$ cat src/rtl/rssb_control.sv
// Control sequencer for the single-instruction RSSB processor: steps each
// instruction through operand fetch, execute and PC update.
module rssb_control (
  input  logic clk,
  input  logic rst,
  input  logic neg,
  output logic write_op1,
  output logic write_acc,
  output logic write_mem,
  output logic sel_pc,
  output logic sel_mem,
  output logic write_pc
);

  typedef enum logic [1:0] {
    IDLE   = 2'b00,
    FETCH  = 2'b01,
    EXEC   = 2'b10,
    UPDATE = 2'b11
  } state_e;

  state_e state_q, state_d;
  logic   neg_q, neg_d;

  always_ff @(posedge clk or negedge rst) begin
    if (!rst) begin
      state_q <= IDLE;
      neg_q   <= 1'b0;
    end else begin
      state_q <= state_d;
      neg_q   <= neg_d;
    end
  end

  // The ALU sign is only meaningful while EXEC addresses mem[op1].
  always_comb begin
    neg_d = neg_q;
    if (state_q == EXEC) neg_d = neg;
  end

  always_comb begin
    state_d   = IDLE;
    write_op1 = 1'b0;
    write_acc = 1'b0;
    write_mem = 1'b0;
    sel_pc    = 1'b0;
    sel_mem   = 1'b0;
    write_pc  = 1'b0;
    case (state_q)
      IDLE: begin
        state_d = FETCH;
      end
      FETCH: begin
        state_d   = EXEC;
        write_op1 = 1'b1;
      end
      EXEC: begin
        state_d   = UPDATE;
        sel_mem   = 1'b1;
        write_acc = 1'b1;
        write_mem = 1'b1;
      end
      UPDATE: begin
        state_d  = FETCH;
        write_pc = 1'b1;
        sel_pc   = neg_q;
      end
      default: begin
        state_d = IDLE;
      end
    endcase
  end

endmodule

$ cat config.mk
export PLATFORM = sky130hd
export DESIGN_NAME = rssb_control
export DESIGN_NICKNAME = d
export VERILOG_FILES = /design/src/rtl/rssb_control.sv
export SDC_FILE = /design/constraint.sdc
export NUM_CORES = 1
export LEC_CHECK = 0
export ABC_CLOCK_PERIOD_IN_PS = 2300
export BUFFER_PORTS_ARGS = -buffer_cell sky130_fd_sc_hd__buf_2
export CORE_AREA = 3 3 40 42
export DETAILED_ROUTE_END_ITERATION = 8
export DIE_AREA = 0 0 43 45
export PLACE_DENSITY = 0.4
export SETUP_SLACK_MARGIN = 0.4
export SLEW_MARGIN = 10
export SYNTH_ARGS = -nofsm -noshare
export SYNTH_HDL_FRONTEND = slang
export SYNTH_SLANG_ARGS = --single-unit
$ cat constraint.sdc
create_clock -name clk -period 2.3 [get_ports clk]
set_input_delay 0.115 -clock clk [delete_from_list [all_inputs] [get_ports clk]]
set_output_delay 0.115 -clock clk [all_outputs]
set_load 0.02 [all_outputs]
==> results.sh, run 1 <==
export IMPL_hp_class="in2reg"
export IMPL_maxCapViolCount=0
export IMPL_slew_headroom=0.904
export IMPL_stdcell_count=42
export IMPL_core_area_um2=1280
export IMPL_path_class="reg2out"
export IMPL_io_buffer_count=8
export IMPL_cts_buffers=3
export IMPL_critPathMaxFanout=4
export IMPL_initial_core_util=0.147
export IMPL_cts_clk_slew_worst_paths_ps=40
export IMPL_fillers=145
export IMPL_cp_slowest_cell="dfrtp_1"
export IMPL_setup_viol=0
export IMPL_reg2reg_from="state_q[0]"
export IMPL_fmax_mhz=793
export IMPL_gr_usage_met1=0.0508
export IMPL_post_route_util=0.209
export IMPL_area_growth_pct=42.4
export IMPL_grt_pass1_vias=155
export IMPL_met3_usage=0.0518
export IMPL_die_w_um=43
export IMPL_place_ws_ps=1190
export IMPL_r2r_slack_ps=1200
export IMPL_whs_ps=121
export IMPL_cp_num_buf_inv=1
export IMPL_grt_setup_unrepaired="false"
export IMPL_avgSynthCellArea_um2=11.8
export IMPL_h_tree_depth=1
export IMPL_place_inst=37
export IMPL_synth_seq_area_share=0.397
export IMPL_cts_tree="yes"
export IMPL_reg2reg_depth=3
export IMPL_ctsRootBufferMaster="clkbuf_4"
export IMPL_via_per_inst=3.33
export IMPL_hold_start="neg"
export IMPL_worst_slew_pin_slew_ps=144
export IMPL_ys_seq_elements=3
export IMPL_floorplan_rows=13
export IMPL_setup_slack_ps=1040
export IMPL_wire_per_inst_um=7.64
export IMPL_max_stage_delay_ps=410
export IMPL_antenna_found_initial=0
export IMPL_status="finished, final reports clean"
export IMPL_dr_pass1_iters=2
export IMPL_cp_top_family="flip-flops"
export IMPL_synthCells=16
export IMPL_layout_drive_gt1_share=0.444
export IMPL_cts_sinks=3
export IMPL_ant_nets=0
export IMPL_ys_types=6
export IMPL_reg2reg_to="neg_q"
export IMPL_diodes=0
export IMPL_chipHeight_um=45
export IMPL_hold_depth=2
export IMPL_clk_latency_ps=230
export IMPL_use_met2=0.0629
export IMPL_drtIter0Drc=2
export IMPL_num_io_pins=9
export IMPL_nets=36
export IMPL_cts_buffer_depth=2
export IMPL_p_per_area_nw_per_um2=562
export IMPL_irDropWorstVdd_uv=197
export IMPL_fin_setup_tns_ps=0
export IMPL_finalCritPeriodShare=0.549
export IMPL_finalWorstPathRequiredPeriod_ps=1260
export IMPL_place_congestion=0.718
export IMPL_cp_end_kind="primary output"
export IMPL_final_hold_viol_count=0
export IMPL_crit_chain="ha_1 > and2_1 > buf_2"
export IMPL_grt_max_degree=5
export IMPL_cts_setup_buffers=0
export IMPL_grt_pass1_wl_um=669
export IMPL_grt_overflow_total=0
export IMPL_p_leak_nw=0.167
export IMPL_drc_errors=0
export IMPL_routed_wl_um=321
export IMPL_cp_start_kind="flop"
export IMPL_die_area_um2=1940
export IMPL_syn_nets=24
export IMPL_grt_usage=0.0534
export IMPL_ys_warn_count=0
export IMPL_min_to="neg_q"
export IMPL_busiest_layer="met2"
export IMPL_vias=140
export IMPL_netlist_area_um2=189
export IMPL_worstPathArrival_ps=1150
export IMPL_worstPathRequired_ps=2180
export IMPL_final_setup_skew_ps=2.50
export IMPL_drv_slew=0
[synth_stat cells, drive strengths merged]
library cell  count  area [µm²]
buf               2        15.0
inv               4        15.0
mux2              1        15.0
and2              1        6.26
dfrtp             3        75.1
ha                5        62.6
[state kept, by name, summed over array words and instances (netlist names)]
register and count:
neg_q 1, state_q 2
[report_power, final]
group	switching [W]	internal [W]	leakage, nW	total (W)
logic	0.00000167	0.00000344	0.116	0.00000511
registers	0.000000351	0.0000540	0.0355	0.0000543
clock network	0.0000266	0.0000650	0.0150	0.0000916
[cell usage in the layout, fill, tap and decap left out]
cell type      n
clkbuf_4       3
and2_1         1
ha_1           5
buf_2          8
inv_1          4
clkbuf_1       1
dfrtp_1        3
mux2_4         1
dlygate4sd3_1  1
[per-stage QoR]
step / cell area [µm²] / power, W
after CTS: 269 / 0.000157
after floorplan: 189 / 0.0000562
after global placement: 233 / 0.0000588
final: 269 / 0.000151
after detailed placement: 233 / 0.0000589
after global routing: 269 / 0.000166
[final cells by class]
cell class	instances	area [µm²]	area share
Multi-Input combinational cell	7	83.8	0.312
Timing Repair Buffer	9	50.0	0.186
Clock buffer	4	26.3	0.0977
Sequential cell	3	75.1	0.279
Tap cell	15	18.8	0.0698
Inverter	4	15.0	0.0558
[worst register-to-register path, stage by stage, from the launching register on]
cell,delay [ps]
dfrtp_1,390
inv_1,80
ha_1,220
mux2_4,300
[metal layers]
metal,wire [µm],share of wire
met3,61,0.19
met1,152,0.47
met5,0,0
met4,0,0
met2,107,0.33
[logic make-up (layout without fill, tap and decap cells)]
group                    after synthesis  after routing  synth area share
adder cells (fa/ha/maj)                5              5             0.331
buffers and inverters                  6             17             0.159
flip-flops                             3              3             0.397
multiplexers                           1              1            0.0794
AND/OR/NAND/NOR                        1              1            0.0331
[what timing repair did]
action	CTS	global route
gates resized for setup	0	0
hold endpoints to repair	3	0
hold buffers	1	0
[how the worst max path moves through the flow]
stage / startpoint / endpoint / slack (ps) / cells past startpoint
finish: state_q[0] / sel_pc / 1040 / 3
global route: state_q[0] / sel_pc / 960 / 3
CTS: state_q[0] / sel_pc / 1020 / 3
detailed placement: state_q[0] / neg_q / 1190 / 3
global placement: state_q[0] / neg_q / 1230 / 3
floorplan: state_q[0] / write_acc / 1240 / 3
No activity file was read; power rests on OpenSTA's default activity.
==> run 2, diff against run 1 <==
- ABC_CLOCK_PERIOD_IN_PS: 2300 -> 1300
- clock period: 2.3 -> 1.3 ns (I/O delays scaled with it)
==> results.sh, run 2 (synthesis gave the netlist of run 1 again) <==
export IMPL_worstPathRequired_ps=1240
export IMPL_layout_drive_gt1_share=0.806
export IMPL_cts_tree="yes"
export IMPL_setup_viol=0
export IMPL_place_congestion=0.672
export IMPL_drv_slew=0
export IMPL_combPwrFrac=0.033
export IMPL_final_common_cell="buf_6"
export IMPL_dr_pass1_iters=1
export IMPL_setup_slack_ps=140
export IMPL_antenna_found_initial=0
export IMPL_power_frac_seq=0.350
export IMPL_vias=153
export IMPL_p_leak_nw=0.186
export IMPL_core_area_um2=1280
export IMPL_io_buffer_count=8
export IMPL_via_per_inst=3.33
export IMPL_ctsRootBufferMaster="clkbuf_4"
export IMPL_grt_overflow_total=0
export IMPL_met2_length_um=179
export IMPL_top_register="state_q"
export IMPL_finalCritPeriodShare=0.893
export IMPL_most_common_layout_cells="buf_6 (5), buf_4 (4)"
export IMPL_grt_max_degree=5
export IMPL_drc_errors=0
export IMPL_met1_length_um=175
export IMPL_floorplan_rows=13
export IMPL_grt_usage=0.0534
export IMPL_area_growth_pct=94.7
export IMPL_largest_register_ffs=2
export IMPL_cts_buffers=3
export IMPL_status="finished, final reports clean"
export IMPL_cp_start_kind="flop"
export IMPL_cp_end_kind="primary output"
export IMPL_fin_setup_tns_ps=0
export IMPL_path_class="reg2out"
export IMPL_highest_layer="met3"
export IMPL_grt_setup_unrepaired="true"
export IMPL_grt_pass1_wl_um=717
export IMPL_p_clk_frac=0.617
export IMPL_finalWorstPathRequiredPeriod_ps=1160
export IMPL_hp_class="in2reg"
export IMPL_nets=40
export IMPL_slew_headroom=0.896
export IMPL_place_ws_ps=194
export IMPL_p_switching_w=0.0000580
export IMPL_cts_clk_slew_worst_paths_ps=40
export IMPL_wire_per_inst_um=9.02
export IMPL_routed_wl_um=415
export IMPL_wl_met3_um=60
export IMPL_maxCapViolCount=0
export IMPL_worst_slew_pin_slew_ps=155
export IMPL_clk_latency_ps=240
export IMPL_cp_slowest_cell="dfrtp_1"
export IMPL_final_setup_skew_ps=6.35
export IMPL_grt_pass1_vias=169
export IMPL_p_int_w=0.000217
export IMPL_p_per_area_nw_per_um2=747
export IMPL_diodes=0
export IMPL_crit_chain="ha_2 > and2_4 > buf_6"
export IMPL_fillers=145
export IMPL_chipHeight_um=45
export IMPL_h_tree_depth=1
export IMPL_ant_nets=0
export IMPL_irDropWorstVdd_uv=256
export IMPL_num_io_pins=9
export IMPL_reg_top3="state_q x2, neg_q x1"
export IMPL_final_hold_viol_count=0
export IMPL_die_area_um2=1940
export IMPL_cts_sinks=3
export IMPL_max_stage_delay_ps=410
export IMPL_drtIter0Drc=0
export IMPL_fmax_mhz=862
export IMPL_worstPathArrival_ps=1100
export IMPL_swShare=0.211
export IMPL_cts_buffer_depth=2
export IMPL_critPathMaxFanout=4
export IMPL_die_w_um=43
export IMPL_initial_core_util=0.147
run 2: power by group through the flow:
stage	sequential, W	combinational, W	clock (W)
2_1_floorplan	0.0000972	0.00000227	0
3_5_place_dp	0.0000974	0.00000701	0
5_1_grt	0.0000964	0.0000106	0.000184
4_1_cts	0.0000963	0.00000926	0.000178
3_3_place_gp	0.0000973	0.00000674	0
6_report	0.0000963	0.00000912	0.000170
run 2: worst paths after layout:
check                           cells after the start  startpoint    endpoint  slack [ps]
max in group asynchronous                           2         rst  state_q[0]        1040
worst min register to register                      1       neg_q       neg_q         520
worst max register to register                      3  state_q[1]       neg_q         160
worst max-delay path                                3  state_q[1]      sel_pc         140
worst min-delay path                                2         neg       neg_q          70
min in group asynchronous                           2         rst  state_q[1]         150
run 2: routing by layer:
metal,vias to the layer above,track usage
li1,73,-
met1,71,0.0534
met2,9,0.0749
met3,0,0.0438
met4,0,0.0361
met5,-,0
run 2: area by class of cell:
class,instances,area (µm²),area share
multi-input combinational,7,119,0.323
timing repair buffer,13,111,0.303
sequential,3,75.1,0.204
clock buffer,4,26.3,0.0714
tap,15,18.8,0.0510
inverter,4,17.5,0.0476
run 2: repair_timing:
action	CTS	global route
pin swaps	2	2
buffers inserted	4	0
endpoints found under the hold margin	3	0
endpoints found under the setup margin	8	9
hold buffers	1	0
gates resized for setup	15	7
run 2: stage by stage:
stage,instances,area [µm²],total power [W],hold slack [ps],util
floorplan,16,190,0.0000995,-231,-
global placement,37,234,0.000104,-139,0.182
detailed placement,37,234,0.000104,-134,0.182
CTS,46,345,0.000283,66.2,0.269
global route,46,368,0.000291,79.1,0.286
finish,46,368,0.000275,67.4,0.286
run 2: critical path: cells and delay by family (launching register included):
family | cells | cell delay [ps]
buf+inv | 1 | 120
simple gates | 1 | 130
flops | 1 | 410
fa+ha+maj | 1 | 190
==> run 3, diff against run 2 <==
- ABC_AREA: default -> 1
- ABC_CLOCK_PERIOD_IN_PS: 1300 -> default
- PLACE_DENSITY: 0.4 -> 0.41
- SKIP_LAST_GASP: default -> 1
==> results.sh, run 3 <==
export IMPL_core_area_um2=1280
export IMPL_stdcell_count=48
export IMPL_chipHeight_um=45
export IMPL_fin_setup_tns_ps=0
export IMPL_nets=42
export IMPL_drc_errors=0
export IMPL_p_per_area_nw_per_um2=773
export IMPL_layout_drive_gt1_share=0.667
export IMPL_grt_overflow_total=0
export IMPL_synth_edf_count=0
export IMPL_worst_slew_pin_slew_ps=145
export IMPL_synth_area_leaders="dfrtp_1 (39%), ha_1 (33%), inv_1 (12%)"
export IMPL_drtIter0Drc=1
export IMPL_top_register="state_q"
export IMPL_cts_clk_slew_worst_paths_ps=40
export IMPL_hold_start="neg"
export IMPL_die_w_um=43
export IMPL_dr_pass1_iters=2
export IMPL_swShare=0.202
export IMPL_drv_slew=0
export IMPL_synth_top_cell_by_area="dfrtp_1"
export IMPL_cts_buffers=3
export IMPL_hp_class="in2reg"
export IMPL_ctsRootBufferMaster="clkbuf_4"
export IMPL_cp_start_kind="flop"
export IMPL_netlist_area_um2=190
export IMPL_worstPathArrival_ps=1060
export IMPL_ys_seq_elements=3
export IMPL_p_clk_frac=0.612
export IMPL_hold_depth=3
export IMPL_grt_pass1_vias=150
export IMPL_final_common_cell="buf_6"
export IMPL_largest_register_ffs=2
export IMPL_worstPathRequired_ps=1240
export IMPL_yosysMostFrequentCell="inv_1"
export IMPL_grt_usage=0.0526
export IMPL_clk_latency_ps=230
export IMPL_status="finished, final reports clean"
export IMPL_grt_setup_unrepaired="true"
export IMPL_reg2reg_from="state_q[0]"
export IMPL_antenna_found_initial=0
export IMPL_syn_nets=28
export IMPL_ys_warn_count=0
export IMPL_avgSynthCellArea_um2=9.51
export IMPL_area_growth_pct=83.6
export IMPL_floorplan_rows=13
export IMPL_initial_core_util=0.148
export IMPL_setup_viol=0
export IMPL_synthArstFlopShare=1.00
export IMPL_r2r_slack_ps=250
export IMPL_grt_max_degree=5
export IMPL_slew_headroom=0.904
export IMPL_final_setup_skew_ps=1.90
export IMPL_die_area_um2=1940
export IMPL_reg_top3="state_q x2, neg_q x1"
export IMPL_reg2reg_to="neg_q"
export IMPL_p_int_w=0.000215
export IMPL_diodes=0
export IMPL_reg2reg_depth=5
export IMPL_grt_pass1_wl_um=634
export IMPL_cts_sinks=3
export IMPL_num_io_pins=9
export IMPL_path_class="reg2out"
export IMPL_vias=159
export IMPL_critPathMaxFanout=4
export IMPL_cts_buffer_depth=2
export IMPL_io_buffer_count=8
export IMPL_final_hold_viol_count=0
export IMPL_synthCells=20
export IMPL_routed_wl_um=363
export IMPL_wire_per_inst_um=7.56
export IMPL_irDropWorstVdd_uv=300
export IMPL_netlist_area_leader_share=0.395
export IMPL_via_per_inst=3.31
export IMPL_cp_end_kind="primary output"
export IMPL_cts_tree="yes"
export IMPL_h_tree_depth=1
export IMPL_combPwrFrac=0.030
export IMPL_p_leak_nw=0.183
export IMPL_place_inst=41
export IMPL_maxCapViolCount=0
export IMPL_ys_types=5
export IMPL_power_frac_seq=0.358
export IMPL_synth_top_flop_cell="dfrtp_1"
export IMPL_finalCritPeriodShare=0.864
export IMPL_place_congestion=0.670
export IMPL_synth_seq_area_share=0.395
export IMPL_fmax_mhz=890
export IMPL_finalWorstPathRequiredPeriod_ps=1120
export IMPL_p_switching_w=0.0000544
export IMPL_synthTopCellsByCount="inv_1 (6), ha_1 (5), nand2_1 (4)"
export IMPL_min_to="neg_q"
export IMPL_ant_nets=0
export IMPL_fin_total_pwr_w=0.000270
[run 3: changes by cell type in the layout (fill, tap and decap cells not counted), sizes merged]
cell   delta
and2      -1
mux2      -1
inv       +2
nand2     +4
buf       -2
[run 3: logic make-up (layout without fill, tap and decap cells)]
kind of cell	count (synthesis)	after routing	synth area share
and+or+nand+nor	4	4	0.0789
adders and majority gates	5	5	0.329
buffers and inverters	8	21	0.197
DFF	3	3	0.395
[run 3: what timing repair did]
item                                   CTS  global route
setup endpoints to repair                8             8
resized for setup                        7            13
buffers inserted                         0             2
pin swaps                                1             1
hold buffers                             1             0
endpoints found under the hold margin    3             0
[run 3: per-layer routing]
layer	part of all wire	track usage	vias to the layer above
met5	0	0	-
met4	0.022	0.0542	0
met3	0.14	0.0478	2
met2	0.34	0.0509	11
met1	0.50	0.0607	67
li1	-	-	79
[run 3: worst max-delay path, cell delays in order, from the launching register on]
cell and delay [ps]:
dfrtp_2 450, ha_4 180, nand2_2 50, inv_2 30
buf_6 120
[run 3: worst max path at each step]
stage,start,to,cells after the start
6_report,state_q[1],sel_pc,4
5_1_grt,state_q[1],sel_pc,4
4_1_cts,state_q[0],sel_pc,4
3_5_place_dp,state_q[0],sel_pc,4
3_3_place_gp,state_q[0],sel_pc,4
2_1_floorplan,state_q[0],write_acc,3
[run 3: layout make-up]
class,instances,area [µm²]
Multi-Input combinational cell,9,108
Inverter,6,22.5
Tap cell,15,18.8
Clock buffer,4,26.3
Sequential cell,3,77.6
Timing Repair Buffer,11,96.3
Fill cell,143,936
[run 3: power groups by stage]
stage / clock network (W) / logic, W / registers [W]
6_report: 0.000165 / 0.00000808 / 0.0000965
5_1_grt: 0.000189 / 0.00000939 / 0.0000966
4_1_cts: 0.000175 / 0.00000833 / 0.0000963
3_5_place_dp: 0 / 0.00000586 / 0.0000975
3_3_place_gp: 0 / 0.00000607 / 0.0000974
2_1_floorplan: 0 / 0.00000117 / 0.0000973
[run 3: through the flow]
step / setup WS [ps] / hold WS, ps / util / instance area [µm²]
after floorplan: 356 / -231 / - / 193
after global placement: 383 / -131 / 0.184 / 236
after detailed placement: 377 / -135 / 0.184 / 236
after CTS: 156 / 40.0 / 0.225 / 289
after global routing: 124 / 73.3 / 0.272 / 349
final: 176 / 45.9 / 0.272 / 349
